[src/rtl/cpu_pkg.sv]
// Shared definitions for the CPU front end.
//   ADDR_W_DEF / INST_W_DEF : default PC and instruction widths
//   state_t                 : fetch FSM states
//   OPC_MSB / OPC_LSB       : opcode field position, for decode
package cpu_pkg;

  localparam int ADDR_W_DEF = 4;
  localparam int INST_W_DEF = 16;

  localparam int OPC_MSB = 15;
  localparam int OPC_LSB = 12;

  typedef enum logic [1:0] {
    IDLE  = 2'd0,
    FETCH = 2'd1,
    DONE  = 2'd2
  } state_t;

endpackage

[src/rtl/fetch_out_stage.sv]
// One-entry valid/ready output register for the fetch front end.
//   load    : capture d_inst/d_pc and mark the entry valid
//   accept  : downstream takes the entry this cycle (inst_ready)
//   flush   : drop the entry (redirect); wins over load and accept
//   q_valid / q_inst / q_pc : registered output toward decode
module fetch_out_stage #(
  parameter int ADDR_W = 4,
  parameter int INST_W = 16
) (
  input  logic              clk,
  input  logic              rst_n,
  input  logic              load,
  input  logic              accept,
  input  logic              flush,
  input  logic [INST_W-1:0] d_inst,
  input  logic [ADDR_W-1:0] d_pc,
  output logic              q_valid,
  output logic [INST_W-1:0] q_inst,
  output logic [ADDR_W-1:0] q_pc
);

  logic              valid_d, valid_q;
  logic [INST_W-1:0] inst_d,  inst_q;
  logic [ADDR_W-1:0] pc_d,    pc_q;

  always_comb begin
    // NOTE: every always_comb output gets a default first, so no path
    // through the block can infer a latch.
    valid_d = valid_q;
    inst_d  = inst_q;
    pc_d    = pc_q;
    if (flush) begin
      valid_d = 1'b0;
    end else if (load) begin
      valid_d = 1'b1;
      inst_d  = d_inst;
      pc_d    = d_pc;
    end else if (valid_q && accept) begin
      valid_d = 1'b0;
    end
  end

  // NOTE: the payload registers are reset as well as the valid bit, because
  // inst_out/inst_pc must read 0 out of reset, not just be "don't care".
  always_ff @(posedge clk or negedge rst_n) begin
    if (!rst_n) begin
      valid_q <= 1'b0;
      inst_q  <= '0;
      pc_q    <= '0;
    end else begin
      // NOTE: state registers use non-blocking assignment so every flop
      // samples the pre-edge values regardless of statement order.
      valid_q <= valid_d;
      inst_q  <= inst_d;
      pc_q    <= pc_d;
    end
  end

  assign q_valid = valid_q;
  assign q_inst  = inst_q;
  assign q_pc    = pc_q;

endmodule

[src/rtl/inst_fetch.sv]
// Instruction fetch front end: owns the PC and fetch FSM, addresses a
// combinational ROM and hands instructions to decode via valid/ready.
//   start              : pulse, IDLE -> FETCH from address 0
//   halt               : level, suppress new ROM reads
//   redirect_valid/_pc : load PC, flush the output stage (not in IDLE)
//   rom_addr / rom_inst: ROM interface, rom_addr is the PC register
//   inst_valid/ready/out/pc : output handshake toward decode
//   running            : high in FETCH
module inst_fetch
  import cpu_pkg::*;
#(
  parameter int ADDR_W = ADDR_W_DEF,
  parameter int INST_W = INST_W_DEF,
  parameter bit WRAP   = 1'b1
) (
  input  logic              clk,
  input  logic              rst_n,
  input  logic              start,
  input  logic              halt,
  input  logic              redirect_valid,
  input  logic [ADDR_W-1:0] redirect_pc,
  output logic [ADDR_W-1:0] rom_addr,
  input  logic [INST_W-1:0] rom_inst,
  output logic              inst_valid,
  input  logic              inst_ready,
  output logic [INST_W-1:0] inst_out,
  output logic [ADDR_W-1:0] inst_pc,
  output logic              running
);

  localparam logic [ADDR_W-1:0] LAST_PC = {ADDR_W{1'b1}};

  state_t            state_d, state_q;
  logic [ADDR_W-1:0] pc_d, pc_q;
  logic              load;
  logic              flush;
  logic              at_end;

  // Redirect is meaningful only once fetch has been started.
  assign flush  = redirect_valid && (state_q != IDLE);
  assign load   = (state_q == FETCH) && !halt && !redirect_valid &&
                  (!inst_valid || inst_ready);
  // With WRAP=0 the last address is terminal: loading it ends the program.
  assign at_end = !WRAP && (pc_q == LAST_PC);

  always_comb begin
    state_d = state_q;
    pc_d    = pc_q;
    unique case (state_q)
      IDLE:  if (start) begin
        state_d = FETCH;
        pc_d    = '0;
      end
      FETCH: begin
        if (flush) begin
          pc_d = redirect_pc;
        end else if (load) begin
          if (at_end) state_d = DONE;
          else        pc_d    = pc_q + ADDR_W'(1);
        end
      end
      DONE:  if (flush) begin
        state_d = FETCH;
        pc_d    = redirect_pc;
      end
      default: state_d = IDLE;
    endcase
  end

  always_ff @(posedge clk or negedge rst_n) begin
    if (!rst_n) begin
      state_q <= IDLE;
      pc_q    <= '0;
    end else begin
      state_q <= state_d;
      pc_q    <= pc_d;
    end
  end

  fetch_out_stage #(
    .ADDR_W (ADDR_W),
    .INST_W (INST_W)
  ) u_out (
    .clk     (clk),
    .rst_n   (rst_n),
    .load    (load),
    .accept  (inst_ready),
    .flush   (flush),
    .d_inst  (rom_inst),
    .d_pc    (pc_q),
    .q_valid (inst_valid),
    .q_inst  (inst_out),
    .q_pc    (inst_pc)
  );

  assign rom_addr = pc_q;
  assign running  = (state_q == FETCH);

endmodule

[config.mk]
export PLATFORM = sky130hd
export DESIGN_NAME = inst_fetch
export DESIGN_NICKNAME = d
export VERILOG_FILES = /design/src/rtl/cpu_pkg.sv /design/src/rtl/fetch_out_stage.sv /design/src/rtl/inst_fetch.sv
export SDC_FILE = /design/constraint.sdc
export NUM_CORES = 1
export LEC_CHECK = 0
export ABC_CLOCK_PERIOD_IN_PS = 2200
export BUFFER_PORTS_ARGS = -buffer_cell sky130_fd_sc_hd__buf_2
export CORE_MARGIN = 8
export CORE_UTILIZATION = 46
export CTS_BUF_LIST = sky130_fd_sc_hd__clkbuf_16
export DETAILED_ROUTE_END_ITERATION = 12
export PLACE_DENSITY = 0.82
export SLEW_MARGIN = 20
export SYNTH_ARGS = -nofsm -noshare
export SYNTH_HDL_FRONTEND = slang
export SYNTH_HIERARCHICAL = 1
export SYNTH_SLANG_ARGS = --single-unit
[constraint.sdc]
create_clock -name clk -period 2.2 [get_ports clk]
set_clock_uncertainty 0.15 [all_clocks]
set_input_delay 0.44 -clock clk [delete_from_list [all_inputs] [get_ports clk]]
set_output_delay 0.44 -clock clk [all_outputs]
set_load 0.02 [all_outputs]
==> qor.csv <==
metric,value,unit
status,completed,
report.final.hold_viol_count,0,
yosysSeqAreaShare,0.557,
initial_core_util,0.480,
tns,0,ns
overflow,0,
yosysUniqueCellTypes,27,
finalWirelength,2.55,mm
finalSetupViolCount,0,
path_max_fanout,20,
tritoncts,built,
die_h,66.4,um
n_antenna_cell,0,
viasPerCell,4.99,
avgSynthCellArea,15.4,um2
cts.clk_slew.worst_paths,0.06,ns
final_layout_size_suffix_gt1_frac,0.628,
crit_arrival,2.03,ns
nNetsFinal,157,
cts_buffers,3,
grt_max_degree,27,
clockBufferDepth,2,
area_growth,31.3,%
io_pins,52,
fmax,490,MHz
dp_hpwl,1.94,mm
leakagePower,0.790,nW
critPathRequiredTime,2.19,ns
cts_num_sinks,26,
startpoint_type,flop,
tightest_slew,0.562,ns
grt_pass1_vias,911,
slew_violations,0,
gp_congestion,0.730,
ctsHoldBuffers,0,
dr.first_iter.drc_count,25,
antenna_found_initial,0,
yosys_warnings,6,
peakVddDrop,581,uV
synthCells,76,
drc_errors,0,
fill_cells,202,
grt_setup_unrepaired,false,
layout.cells.non_filler,159,
timing.final.ws_setup,0.160,ns
powerDensity,944,nW/um2
dp.cells,155,
die_w,66.4,um
grt_use_total,0.119,
die_area,4410,um2
synthesis.nets,103,
max-slew-margin-rel,0.625,
std_cell_rows,18,
ant_nets,0,
postCtsSetupBuffers,0,
clock-root-buffer,clkbuf_16,
min_path_type,input port to asynchronous set/reset pin,
crit_type,flop to flop,
cap_violations,0,
grt_pass1_wl,4.20,mm
htree_num_levels,1,
ys_seq_elements,26,
multi_input_area,480,um2
drtPass1Iterations,4,
synthesis.area,1170,um2
via_count,794,
core_area,2430,um2
finalCritPeriodShare,0.927,
io_buffers,51,
clk_latency,0.25,ns
cts_resized,0,
endpoint_kind,flop,
period_minus_slack,2.04,ns
seq_area,651,um2
routedWlPerCell,16.0,um
place_ws,0.0142,ns
[flip-flops by register name (all words and copies together) (netlist names)]
signal,cells
rom_addr,4
state_q,1
u_out/q_inst,16
u_out/q_pc,4
u_out/q_valid,1
[final timing paths]
path | startpoint | to | slack [ns] | cells after the start
worst max-delay path | state_q[0] | u_out/q_inst[12] | 0.16 | 6
max in group asynchronous | rst_n | u_out/q_inst[1] | 1.50 | 1
worst min-delay path | rst_n | u_out/q_inst[14] | 0.02 | 1
worst max register to register | state_q[0] | u_out/q_inst[12] | 0.16 | 6
worst min register to register | u_out/q_inst[9] | u_out/q_inst[9] | 0.35 | 1
min in group clk | redirect_pc[1] | rom_addr[1] | 0.23 | 3
[critical path, cell delays in order, from the launching register on]
cell and delay (ns):
dfrtp_1 0.44, nand2b_1 0.11, or3_4 0.40, inv_1 0.11
nor2b_4 0.18, buf_12 0.20, mux2_4 0.32
[per-layer routing]
layer	vias to the layer above	part of all wire	global-route usage	wire length, um
li1	375	-	-	-
met1	379	0.42	0.143	1080
met2	40	0.45	0.194	1150
met3	0	0.12	0.0492	318
met4	0	0	0.0240	0
met5	-	0	0	0
[where the power goes]
| part | switching, mW | internal, mW |
|---|---|---|
| sequential | 0.0578 | 0.571 |
| combinational | 0.221 | 0.208 |
| clock | 0.148 | 0.243 |
[synthesized netlist by cell type]
master | count | area (um2)
dfrtp_1 | 26 | 651
a22oi_1 | 1 | 7.51
nor2b_1 | 1 | 6.26
clkbuf_1 | 1 | 3.75
ha_1 | 1 | 12.5
o21bai_1 | 1 | 7.51
mux2i_1 | 1 | 10.0
nor2b_4 | 1 | 13.8
or2_2 | 1 | 6.26
and2_2 | 1 | 7.51
o31a_1 | 1 | 8.76
nor2_1 | 1 | 3.75
inv_1 | 2 | 7.51
a221o_1 | 1 | 10.0
nand2_1 | 3 | 11.3
mux2_4 | 20 | 300
or3_4 | 1 | 11.3
nand3_1 | 1 | 5.00
nor4b_1 | 1 | 8.76
inv_2 | 1 | 3.75
o21ai_0 | 1 | 5.00
buf_6 | 2 | 22.5
nand2b_1 | 2 | 12.5
a21oi_1 | 1 | 5.00
nor3b_1 | 1 | 7.51
o311ai_1 | 1 | 8.76
a221o_2 | 1 | 11.3
[placed cells by master (no fill, tap or decap)]
cell type and instances:
o311ai_1 1, or3_4 1, nor2_1 1, buf_2 51, a22oi_1 1, nor2b_1 1, o21ai_0 1, dfrtp_1 26
nor3b_1 1, o21bai_1 1, clkbuf_16 3, clkinv_1 1, o31a_1 1, or2_2 1, buf_12 1, ha_1 1
mux2i_1 1, nand2b_1 2, a221o_2 1, inv_2 1, nor2b_4 1, and2_2 1, a221o_1 1, nor4b_1 1
a21oi_1 1, mux2_4 20, nand3_1 1, inv_1 2, nand2_1 3
[kinds of logic (layout without fill, tap and decap cells)]
family,count (synthesis),after routing,synth area share
compound gates,8,8,0.0546
fa+ha+maj,1,1,0.0107
buf+inv,6,59,0.0321
flops,26,26,0.557
mux,21,21,0.266
simple gates,14,14,0.0803
[final cells by class]
type / instances / area share
sequential: 26 / 0.424
clock inverter: 1 / 0.00245
clock buffer: 3 / 0.0489
multi-input combinational: 44 / 0.313
inverter: 3 / 0.00734
timing repair buffer: 52 / 0.179
tap: 30 / 0.0245
[through the flow]
step                hold WS, ns  area [um2]  power, mW  utilization
finish                   0.0227        1530       1.45        0.631
global route             0.0748        1530       1.53        0.631
CTS                      0.0395        1530       1.47        0.631
detailed placement        0.311        1460       1.07        0.598
global placement          0.303        1460       1.06        0.598
floorplan              -0.00559        1170      0.909            -
(Power assumes the default switching activity.)
